==> src/rtl/muldiv_pkg.sv <==
// rtl/muldiv_pkg.sv - shared types and defaults for the multiply/divide unit
// Purpose: sequencer state encoding, default operand width, and the
//          control-unit opcode set that drives the sequencer.
// Ports:   none (package)
package muldiv_pkg;

  localparam int DEFAULT_WIDTH = 32;

  typedef enum logic [1:0] {
    IDLE     = 2'd0,
    MULT_RUN = 2'd1,
    DIV_RUN  = 2'd2,
    FINISH   = 2'd3
  } state_t;

  // Opcodes decoded by the main control unit; MFHI/MFLO read hi/lo directly.
  typedef enum logic [1:0] {
    OP_MULT = 2'd0,
    OP_DIV  = 2'd1,
    OP_MFHI = 2'd2,
    OP_MFLO = 2'd3
  } op_t;

endpackage

==> src/rtl/muldiv_datapath.sv <==
// rtl/muldiv_datapath.sv - shift-add multiply / restoring divide registers
// Purpose: holds operand magnitudes and signs, performs one iteration per
//          step, and applies sign correction on fix.
// Ports:   clk, reset     - clock, async active-high reset
//          load, is_div   - latch a/b (mode selected by is_div)
//          step           - one multiply or divide iteration
//          fix            - apply sign correction to the result
//          a, b           - raw signed operands
//          result         - {hi, lo} working value
module muldiv_datapath import muldiv_pkg::*; #(
  parameter int WIDTH = DEFAULT_WIDTH
) (
  input  logic                 clk,
  input  logic                 reset,
  input  logic                 load,
  input  logic                 is_div,
  input  logic                 step,
  input  logic                 fix,
  input  logic [WIDTH-1:0]     a,
  input  logic [WIDTH-1:0]     b,
  output logic [2*WIDTH-1:0]   result
);

  logic               div_mode;
  logic               sa;
  logic               sb;
  logic [WIDTH-1:0]   opb;   // multiplicand magnitude or divisor magnitude
  logic [2*WIDTH-1:0] acc;   // mult: {partial, multiplier}; div: {rem, quot}

  logic [WIDTH-1:0]   a_mag;
  logic [WIDTH-1:0]   b_mag;
  logic [WIDTH:0]     sum;
  logic [2*WIDTH-1:0] mult_next;
  logic [WIDTH:0]     shifted;
  logic [WIDTH-1:0]   diff;
  logic               ge;
  logic [2*WIDTH-1:0] div_next;
  logic [WIDTH-1:0]   rem;
  logic [WIDTH-1:0]   quot;
  logic [2*WIDTH-1:0] fixed;

  // MIN maps to 2^(WIDTH-1), which still fits as an unsigned magnitude.
  assign a_mag = a[WIDTH-1] ? -a : a;
  assign b_mag = b[WIDTH-1] ? -b : b;

  assign sum       = {1'b0, acc[2*WIDTH-1:WIDTH]} + (acc[0] ? {1'b0, opb} : '0);
  assign mult_next = {sum, acc[WIDTH-1:1]};

  // Remainder stays below the divisor, so the W-bit subtract never wraps
  // when it is kept.
  assign shifted  = {acc[2*WIDTH-1:WIDTH], acc[WIDTH-1]};
  assign ge       = (shifted >= {1'b0, opb});
  assign diff     = shifted[WIDTH-1:0] - opb;
  assign div_next = ge ? {diff, acc[WIDTH-2:0], 1'b1}
                       : {shifted[WIDTH-1:0], acc[WIDTH-2:0], 1'b0};

  assign rem  = acc[2*WIDTH-1:WIDTH];
  assign quot = acc[WIDTH-1:0];

  // A negated 2^(WIDTH-1) quotient wraps to MIN naturally.
  always_comb begin
    fixed = acc;
    if (div_mode) begin
      fixed = {(sa ? -rem : rem), ((sa ^ sb) ? -quot : quot)};
    end else if (sa ^ sb) begin
      fixed = -acc;
    end
  end

  always_ff @(posedge clk or posedge reset) begin
    if (reset) begin
      div_mode <= 1'b0;
      sa       <= 1'b0;
      sb       <= 1'b0;
      opb      <= '0;
      acc      <= '0;
    end else if (load) begin
      div_mode <= is_div;
      sa       <= a[WIDTH-1];
      sb       <= b[WIDTH-1];
      opb      <= is_div ? b_mag : a_mag;
      acc      <= {{WIDTH{1'b0}}, (is_div ? a_mag : b_mag)};
    end else if (step) begin
      acc <= div_mode ? div_next : mult_next;
    end else if (fix) begin
      acc <= fixed;
    end
  end

  assign result = acc;

endmodule

==> src/rtl/muldiv_sequencer.sv <==
// rtl/muldiv_sequencer.sv - multi-cycle signed multiply/divide sequencer
// Purpose: FSM, iteration counter and start/done handshake around the
//          muldiv datapath; owns the architectural hi/lo registers.
// Ports:   clk, reset              - clock, async active-high reset
//          start_mult, start_div   - operation requests (sampled in IDLE)
//          a, b                    - signed operands
//          busy, done, div_zero    - status (registered)
//          hi, lo                  - product halves / remainder, quotient
module muldiv_sequencer import muldiv_pkg::*; #(
  parameter int WIDTH = DEFAULT_WIDTH
) (
  input  logic             clk,
  input  logic             reset,
  input  logic             start_mult,
  input  logic             start_div,
  input  logic [WIDTH-1:0] a,
  input  logic [WIDTH-1:0] b,
  output logic             busy,
  output logic             done,
  output logic             div_zero,
  output logic [WIDTH-1:0] hi,
  output logic [WIDTH-1:0] lo
);

  localparam int CW = $clog2(WIDTH);
  localparam logic [CW-1:0] LAST = CW'(WIDTH - 1);

  state_t             state;
  logic [CW-1:0]      count;
  logic [2*WIDTH-1:0] result;
  logic               b_zero;
  logic               load;
  logic               step;
  logic               fix;

  assign b_zero = (b == '0);
  assign load   = (state == IDLE) && (start_mult || (start_div && !b_zero));
  assign step   = (state == MULT_RUN) || (state == DIV_RUN);
  // FINISH spends its first cycle on sign correction, its second on loading hi/lo.
  assign fix    = (state == FINISH) && (count == '0);

  muldiv_datapath #(.WIDTH(WIDTH)) u_datapath (
    .clk    (clk),
    .reset  (reset),
    .load   (load),
    .is_div (!start_mult),
    .step   (step),
    .fix    (fix),
    .a      (a),
    .b      (b),
    .result (result)
  );

  always_ff @(posedge clk or posedge reset) begin
    if (reset) begin
      state    <= IDLE;
      count    <= '0;
      busy     <= 1'b0;
      done     <= 1'b0;
      div_zero <= 1'b0;
      hi       <= '0;
      lo       <= '0;
    end else begin
      done     <= 1'b0;
      div_zero <= 1'b0;
      case (state)
        IDLE: begin
          count <= '0;
          if (start_mult) begin
            state <= MULT_RUN;
          end else if (start_div) begin
            if (b_zero) div_zero <= 1'b1;
            else        state    <= DIV_RUN;
          end
        end
        MULT_RUN, DIV_RUN: begin
          busy <= 1'b1;
          if (count == LAST) begin
            state <= FINISH;
            count <= '0;
          end else begin
            count <= count + 1'b1;
          end
        end
        FINISH: begin
          if (count == '0) begin
            count <= CW'(1);
          end else begin
            hi    <= result[2*WIDTH-1:WIDTH];
            lo    <= result[WIDTH-1:0];
            done  <= 1'b1;
            busy  <= 1'b0;
            count <= '0;
            state <= IDLE;
          end
        end
        default: state <= IDLE;
      endcase
    end
  end

endmodule

==> config.mk <==
export PLATFORM = sky130hd
export DESIGN_NAME = muldiv_sequencer
export DESIGN_NICKNAME = d
export VERILOG_FILES = /design/src/rtl/muldiv_pkg.sv /design/src/rtl/muldiv_datapath.sv /design/src/rtl/muldiv_sequencer.sv
export SDC_FILE = /design/constraint.sdc
export NUM_CORES = 1
export LEC_CHECK = 0
export CELL_PAD_IN_SITES_DETAIL_PLACEMENT = 1
export CELL_PAD_IN_SITES_GLOBAL_PLACEMENT = 1
export CORE_MARGIN = 4
export CORE_UTILIZATION = 40
export DETAILED_ROUTE_END_ITERATION = 16
export HOLD_SLACK_MARGIN = 0.06
export MAX_ROUTING_LAYER = met4
export PLACE_DENSITY = 0.89
export SETUP_SLACK_MARGIN = 0.02
export SLEW_MARGIN = 20
export SYNTH_ARGS = -nofsm -noshare
export SYNTH_HDL_FRONTEND = slang
export SYNTH_SLANG_ARGS = --single-unit
==> constraint.sdc <==
create_clock -name clk -period 5.2 [get_ports clk]
set_input_delay 0.78 -clock clk [delete_from_list [all_inputs] [get_ports clk]]
set_output_delay 0.78 -clock clk [all_outputs]
set_load 0.01 [all_outputs]
# Word level (Yosys, flattened, before mapping)
# Cells that the tools add are included.
dict set report word_totals {
  out_inout_bits 67
  ff_bits 173
  in_bits 68
  wordCells 84
}
dict set report op_classes {
  n_reduce_logical 20
  eq_ne 9
  magnitude_cmp 1
  addsub 8
  bitwise_logic 2
  n_mux 31
}
# op count
set op_table {}
lappend op_table {{$mux 64} 7}
lappend op_table {{$mux 32} 7}
lappend op_table {{$neg 32->32} 4}
lappend op_table {{$neg 64->64} 1}
lappend op_table {{$add 32x33->33} 1}
lappend op_table {{$ge 33x32->1} 1}
lappend op_table {{$logic_not 32->1} 1}
lappend op_table {{$sub 32x32->32} 1}
lappend op_table {{$pmux 5 s3} 1}
lappend op_table {{$mux 2} 5}
lappend op_table {{$mux 1} 8}
lappend op_table {{$ne 3x3->1 const B} 2}
lappend op_table {{$pmux 2 s3} 1}
lappend op_table {{$reduce_and 2->1} 3}
lappend op_table {{$reduce_bool 3->1} 2}
lappend op_table {{$add 5x1->5 const B} 1}
lappend op_table {{$eq 5x5->1 const B} 1}
lappend op_table {{$logic_not 5->1} 1}
lappend op_table {{$mux 5} 1}
lappend op_table {{$eq 2x2->1 const B} 2}
lappend op_table {{$ne 2x2->1 const B} 2}
lappend op_table {{$ne 4x4->1 const B} 1}
lappend op_table {{$reduce_and 4->1} 1}
lappend op_table {{$reduce_bool 4->1} 1}
lappend op_table {{other kinds (11)} 15}

# Logic depth before layout (Yosys ltp)
# Gate-level depths: netlist of run 1.
dict set report logic_depth {
  word_depth 7
  ltp_mapped 14
  depth_no_buf 13
}

# Cells and area by module
# From an unflattened synthesis of run 1, not the netlist that was laid out.
dict set report hier_totals {
  cells_unflattened 1806
  hier_area_um2 15135.8
}
# mod cells_each instances area_per_inst_um2 seq_area_each_um2
set modules_own_cells {}
lappend modules_own_cells {muldiv_datapath 1605 1 11933.9 2477.4}
lappend modules_own_cells {muldiv_sequencer 201 1 3201.8 1851.8}

# Least setup slack after synthesis of run 1
# Ideal clock, no wire load.
dict set report synth_timing {
  path_kind {input-to-reg}
  startpoint {input port a[8]}
  endpoint {register u_datapath.acc[27], in the netlist u_datapath.result[27]}
  path_slack_ns 1.845
  setup_ns 0.137
  path_stages 9
  arrival_time_ns 3.218
  t_required_ns 5.063
  path_cell_list {or4_1 -> or2_1 -> or3_4 -> or4_4 -> o31a_1 -> xnor2_1 -> a22oi_1 -> o22ai_1 -> a21oi_1}
}
dict set report synth_between {
  elab_chain_cells 4
}
# item line
set synth_lines {}
lappend synth_lines {{start: declaration} muldiv_sequencer.sv:16} ;# input logic [WIDTH-1:0] a,
lappend synth_lines {{$neg 32->32} muldiv_datapath.sv:43} ;# assign a_mag = a[WIDTH-1] ? -a : a;
lappend synth_lines {{$mux 32} muldiv_datapath.sv:43}
lappend synth_lines {{$mux 32} muldiv_datapath.sv:82} ;# acc <= {{WIDTH{1'b0}}, (is_div ? a_mag : b_mag)};
lappend synth_lines {{$mux 64} muldiv_datapath.sv:77} ;# end else if (load) begin
lappend synth_lines {{end signal: assignment} muldiv_datapath.sv:82}
lappend synth_lines {{end signal: assignment} muldiv_datapath.sv:84} ;# acc <= div_mode ? div_next : mult_next;
lappend synth_lines {{end signal: assignment} muldiv_datapath.sv:86} ;# acc <= fixed;
lappend synth_lines {{end: declaration} muldiv_datapath.sv:28} ;# logic [2*WIDTH-1:0] acc;
# No other way between the ends.
# A chain may end at the register's enable or synchronous reset.

# Worst setup path after layout of run 1
dict set report layout_timing {
  startpoint {register u_datapath.acc[35], in the netlist u_datapath.result[35]}
  endpoint {register u_datapath.acc[47], in the netlist u_datapath.result[47]}
}
dict set report layout_between {
  elab_chain_cells 6
  word_cells_on_any_way 13
  cone_classes {add/sub: 4; order compare: 1; mux: 8}
}
# item line
set layout_lines {}
lappend layout_lines {{$neg 64->64 / $neg 32->32 (equally long branches)} {muldiv_datapath.sv:66, muldiv_datapath.sv:64}}
lappend layout_lines {{$mux 64 / $mux 32 (equally long branches)} {muldiv_datapath.sv:65, muldiv_datapath.sv:64}}
lappend layout_lines {{$mux 64} muldiv_datapath.sv:63} ;# if (div_mode) begin
lappend layout_lines {{$mux 64} muldiv_datapath.sv:85} ;# end else if (fix) begin
lappend layout_lines {{$mux 64 *} muldiv_datapath.sv:83} ;# end else if (step) begin
lappend layout_lines {{$mux 64 *} muldiv_datapath.sv:77}
# Mark *: on every way between the ends. The rest lies on a longest branch, timed or not. The select of a mux whose other input is x is not followed.

==> run_results.csv, run 1 <==
group,metric,value,unit
setup_path,crit_path_max_fanout,31,
placed_design,dpl.cell_count,2316,
routing,final_antenna_net_count,0,
run_status,status,"finished clean",
placed_design,io_buffers,134,
grt,grt_pass1_vias,15276,
die,ioPinCount,135,
power_and_ir_drop,leakage,7.049,nW
clock_tree,hold_buffers,0,
clock_tree,cts_made_buffers,17,
sta,period_share,79.76,%
min_path,hold_class,"register to register",
setup_path,cp-start-kind,"register",
synthesis,synth_nets,1945,
synthesis,synth_edf_count,0,
synthesis,synth_ff_type,"dfrtp_1",
synthesis,ys_types,80,
routing,first_pass_iters,8,
clock_tree,post_cts_resized,0,
die,die_h,199.4,µm
sta,max_freq,241.1,MHz
synthesis,yosys-top-cells-area,"dfrtp_1 (30%), ha_1 (6.2%), mux2_2 (5.1%)",
grt,grt_first_pass_wirelength,88.77,mm
synthesis,async_reset_ff_share,100.0,%
finish,drive_gt1_share,8.161,%
finish,num-nets-final,2017,
finish,multi_input_area,9651,µm²
setup_path,cp-end-kind,"register",
synthesis,ys_seq_elements,173,
grt,grt_max_degree,140,
finish,final_cells,2348,
setup_path,cp.required,5520,ps
routing,vias,14860,
synthesis,yosys_warnings,0,
grt,grt_use_total,29.39,%
setup_path,worstSetupPathType,"register to register",
sta,worst_pin_slew,1001,ps
synthesis,synth_top_area_share,29.53,%
setup_path,worstRegToRegCells,11,
clock_tree,cts_buffer_depth,2,
setup_path,arrival,4460,ps
routing,wl_per_cell,24.20,µm
finish,regArea,4330,µm²
die,fp.dieW,199.4,µm
clock_tree,htreeDepth,4,
finish,area_delta_synth_final,16.10,%
sta,final.setup.tns,0,ps
routing,wl,56.83,mm
die,initial_utilization,40.92,%
die,die-area,39780,µm²
die,coreArea,35830,µm²
placed_design,dp_hpwl,42.50,mm
routing,drtIter0Drc,1366,
clock_tree,clock-sinks,173,
synthesis,syn_area,14660,µm²
setup_path,r2r_end,"u_datapath.result[47]",
placed_design,place.gp.congestion,1.017,
clock_tree,cts_tree,"yes",
min_path,min_from,"lo[20]",
sta,finalSetupViolCount,0,
synthesis,netlist_top_cells_count,"nor2_1 (176), dfrtp_1 (173), nand2_1 (157)",
finish,fillCellCount,4298,
sta,fin_skew,21.74,ps
synthesis,syn_avg_cell_area,8.136,µm²
job,cap_violations,0,
grt,grt-ovfl-total,0,
setup_path,r2r-start,"u_datapath.result[35]",
sta,hold_violations,0,
sta,fin_crit,4148,ps
clock_tree,post_cts_buffers,0,
synthesis,synth_seq_area_share,29.53,%
min_path,hold_end,"lo[20]",
synthesis,synth_top_cell_by_area,"dfrtp_1",
finish,antenna_cells,0,
grt,antenna_found_initial,0,
power_and_ir_drop,p_per_area,841.4,nW/µm²
setup_path,r2r_slack,1050,ps
clock_tree,clkTransAtPathRegs,80,ps
clock_tree,ctsRootBufferMaster,"clkbuf_16",
synthesis,yosysMostFrequentCell,"nor2_1",
sta,rsz0062_at_grt,"false",
min_path,min_path_cells,2,
sta,relSlewSlack,33.00,%
clock_tree,clock_latency,470,ps
power_and_ir_drop,vdd_drop_max,0.0003591,V
sta,report.final.slew_viol_count,0,
routing,drc_errors,0,
synthesis,syn-instance-count,1802,
die,num_rows,69,
routing,via_per_inst,6.329,
==> cells by family after synthesis <==
| family | count (synthesis) | synth area share (%) |
|---|---|---|
| AND/OR/NAND/NOR | 554 | 17.91 |
| buffers and inverters | 184 | 4.796 |
| flip-flops | 173 | 29.53 |
| XOR/XNOR | 161 | 9.618 |
| adder cells (fa/ha/maj) | 75 | 6.503 |
| AO/OA/AOI/OAI | 560 | 24.56 |
| multiplexers | 95 | 7.084 |
==> placed cells by master (no fill, tap or decap), drive strengths merged, types with 12 or more instances in the layout <==
cell | synthesis | routed
xnor2 | 81 | 81
a221oi | 15 | 15
nand3 | 18 | 18
nand2 | 157 | 157
a31oi | 20 | 20
a21oi | 137 | 137
mux2i | 25 | 25
o41ai | 12 | 12
mux2 | 70 | 70
dfrtp | 173 | 173
inv | 72 | 79
o21ai | 141 | 141
nand2b | 16 | 16
o31ai | 28 | 28
ha | 73 | 73
o211ai | 26 | 26
a211oi | 23 | 23
or4 | 18 | 18
or3 | 17 | 17
buf | 19 | 30
nor4 | 19 | 19
nor2 | 179 | 179
clkbuf | 91 | 19
xor2 | 80 | 80
a21o | 36 | 36
clkdlybuf4s50 | 0 | 133
nor3 | 60 | 60
o22ai | 27 | 27
and3 | 16 | 16
==> where the power goes <==
group | switching [W] | total [W] | internal [W]
logic | 0.00589 | 0.0100 | 0.00411
registers | 0.000892 | 0.00296 | 0.00206
clock network | 0.000669 | 0.00136 | 0.000696
==> worst max-delay path by stage <==
stage,end,cells past startpoint,slack (ps),start
floorplan,u_datapath.result[27],9,1850,a[8]
global placement,u_datapath.result[9],10,950,b[2]
detailed placement,u_datapath.result[24],10,750,b[2]
CTS,u_datapath.result[47],11,1110,u_datapath.result[35]
global route,u_datapath.result[47],12,830,u_datapath.result[39]
finish,u_datapath.result[47],11,1050,u_datapath.result[35]
==> worst max-delay path, stage by stage (launching register included) <==
cell and delay [ps]:
dfrtp_1 510, ha_1 450, a21o_1 210, a31oi_1 270, a211o_1 210, a211oi_1 100
o21ai_0 520, a21o_1 830, buf_12 280, mux2_2 370, a21oi_1 140, a21oi_1 90
==> metrics by stage <==
step / hold WS, ps / cell area [µm²] / power (W) / utilization (%) / setup slack, ps
4_1_cts: 491.0 / 17020 / 0.01418 / 47.50 / 1106
5_1_grt: 515.6 / 17020 / 0.01537 / 47.50 / 826.9
3_3_place_gp: 459.7 / 16430 / 0.01232 / 45.86 / 946.2
3_5_place_dp: 472.7 / 16430 / 0.01269 / 45.86 / 751.1
6_report: 483.0 / 17020 / 0.01432 / 47.50 / 1052
2_1_floorplan: 449.8 / 14660 / 0.009519 / - / 1845
==> registers in the layout (all words and copies together) (netlist names) <==
signal               cells
u_datapath.sb            1
div_zero                 1
done                     1
count                    5
lo                      32
hi                      32
u_datapath.opb          32
u_datapath.result       64
u_datapath.sa            1
state                    2
u_datapath.div_mode      1
busy                     1
==> metal layers <==
layer	vias up	wire [µm]	GRT usage [%]
met3	148	3771	4.788
met1	7381	23780	37.30
met5	-	0	-
li1	6702	-	-
met4	0	2709	12.81
met2	629	26570	46.60
==> layout make-up <==
type	instances	share of cell area [%]
tap	461	3.389
sequential	173	25.44
timing repair buffer	163	9.351
multi-input combinational	1445	56.70
clock buffer	19	2.602
inverter	74	1.654
clock inverter	13	0.8601
No activity file was read; power rests on OpenSTA's default activity.
==> run 2, diff against run 1 <==
- clock period: 5.2 -> 3.3 ns (I/O delays scaled with it)
==> run_results.csv, run 2 (synthesis gave the netlist of run 1 again) <==
group,metric,value,unit
routing,via_per_inst,6.274,
clock_tree,ctsRootBufferMaster,"clkbuf_16",
job,cap_violations,0,
sta,relSlewSlack,38.21,%
routing,final_antenna_net_count,0,
placed_design,dpl.cell_count,2624,
die,coreArea,35830,µm²
setup_path,cp-start-kind,"register",
finish,final_cells,2677,
sta,report.final.slew_viol_count,0,
min_path,hold_class,"primary input to asynchronous set/reset pin",
sta,layout_setup_ws,-55.71,ps
clock_tree,clock_latency,480,ps
grt,antenna_found_initial,0,
sta,period_share,101.7,%
finish,num-nets-final,2346,
routing,drtIter0Drc,1580,
run_status,violations,"negative setup slack",
setup_path,path_cells,"buf_4 > and2_1 > ha_1 > inv_1 > fa_1 > nand2b_2 > a21oi_4 > o21a_4 > o31a_1 > o211ai_1 > a21oi_2 > a21o_1 > a211oi_2 > o32ai_1",
power_and_ir_drop,clkPwrFrac,7.9,%
routing,wl_per_cell,25.81,µm
routing,wl,69.10,mm
sta,worst_pin_slew,919.0,ps
clock_tree,cts_buffer_depth,2,
die,fp.dieW,199.4,µm
setup_path,critPathMaxStageDelay,440,ps
clock_tree,hold_buffers,0,
finish,mostFrequentLayoutCell,"buf_4",
grt,grt_use_total,33.90,%
die,initial_utilization,40.92,%
sta,fin_skew,16.98,ps
power_and_ir_drop,p_per_area,1373,nW/µm²
setup_path,cp_num_buf_inv,2,
placed_design,place.gp.congestion,1.017,
setup_path,cp_top_family,"compound AO/OA/AOI/OAI gates",
routing,first_pass_iters,8,
sta,fin_crit,3356,ps
power_and_ir_drop,vdd_drop_max,0.0005623,V
setup_path,worstRegToRegCells,14,
finish,fin_util,56.24,%
setup_path,cp.depth,14,
die,ioPinCount,135,
setup_path,r2r_end,"u_datapath.result[63]",
setup_path,critical_path.startpoint,"u_datapath.result[0]",
grt,grt_pass1_vias,17339,
power_and_ir_drop,p_comb_share,77.1,%
power_and_ir_drop,leakage,8.779,nW
setup_path,crit_path_max_fanout,3,
finish,area_delta_synth_final,37.43,%
die,die-area,39780,µm²
setup_path,cp.required,3670,ps
clock_tree,clock-sinks,173,
finish,largest_reg_flops,64,
power_and_ir_drop,p_int,0.01363,W
sta,hold_violations,0,
run_status,status,"finished with violations",
sta,rsz0062_at_grt,"true",
clock_tree,cts_tree,"yes",
die,num_rows,69,
setup_path,cp-endpoint,"u_datapath.result[63]",
finish,antenna_cells,0,
grt,grt_max_degree,56,
setup_path,cp-end-kind,"register",
clock_tree,cts_made_buffers,17,
setup_path,crit_slowest_cell,"fa_1",
sta,finalSetupViolCount,5,
clock_tree,clkTransAtPathRegs,90,ps
clock_tree,htreeDepth,4,
die,die_h,199.4,µm
finish,final_cell_mix,"buf_4 (338), nor2_1 (172), dfrtp_1 (172)",
grt,grt-ovfl-total,0,
setup_path,worstSetupPathType,"register to register",
routing,drc_errors,0,
sta,final.setup.tns,-201.4,ps
setup_path,r2r_slack,-60,ps
placed_design,place_ws,-514.7,ps
grt,grt_first_pass_wirelength,101.8,mm
power_and_ir_drop,p_sw_share,50.70,%
power_and_ir_drop,seqPwrFrac,15.1,%
setup_path,arrival,3720,ps
routing,vias,16796,
power_and_ir_drop,switchingPower,0.01402,W
power_and_ir_drop,power,0.02765,W
finish,drive_gt1_share,24.95,%
placed_design,dp_hpwl,52.00,mm
placed_design,io_buffers,134,
sta,max_freq,298.0,MHz
setup_path,r2r-start,"u_datapath.result[0]",
==> run 2: how the worst min path moves through the flow <==
stage / endpoint / depth (start not counted)
floorplan: u_datapath.opb[3] / 2
global placement: lo[20] / 2
detailed placement: lo[20] / 2
CTS: lo[20] / 2
global route: u_datapath.result[33] / 2
finish: u_datapath.result[33] / 2
==> run 2: cell type report <==
class                      count  area [µm²]
multi-input combinational   1445       10110
tap                          461       576.8
clock inverter                14       170.2
sequential                   173        4330
fill                        4193       15680
inverter                      74       281.5
timing repair buffer         492        4235
clock buffer                  18       439.2
==> run 2: power by group through the flow <==
stage               clock [W]  combinational (W)  sequential [W]
detailed placement          0             0.0189         0.00414
global placement            0             0.0182         0.00405
global route          0.00226             0.0226         0.00427
CTS                   0.00219             0.0193         0.00410
finish                0.00218             0.0213         0.00417
floorplan                   0             0.0108         0.00416
==> run 2: what timing repair did <==
| item | 4_1_cts | 5_1_grt |
|---|---|---|
| pin swaps | 5 | 34 |
| resized for setup | 17 | 87 |
| endpoints found under the setup margin | 33 | 42 |
| gates cloned | 0 | 3 |
| setup buffers | 2 | 17 |
==> run 2: through the flow <==
stage | cell area (µm²) | hold slack [ps]
floorplan | 14660 | 449.8
global placement | 18820 | 461.3
detailed placement | 18820 | 469.0
CTS | 19510 | 489.4
global route | 20150 | 512.5
finish | 20150 | 479.2
==> run 2: metal layers <==
layer	wire (µm)	vias up	global-route usage, %	part of all wire, %
li1	-	7345	-	-
met1	27660	8454	41.54	40
met2	32960	793	55.53	48
met3	4395	204	4.772	6.4
met4	4080	0	15.82	5.9
met5	0	-	-	0
==> run 3, diff against run 2 <==
- ABC_AREA: not set -> 0
==> results of run 3 <==
Final layout, timing and power as in run 2 (identical DEF).
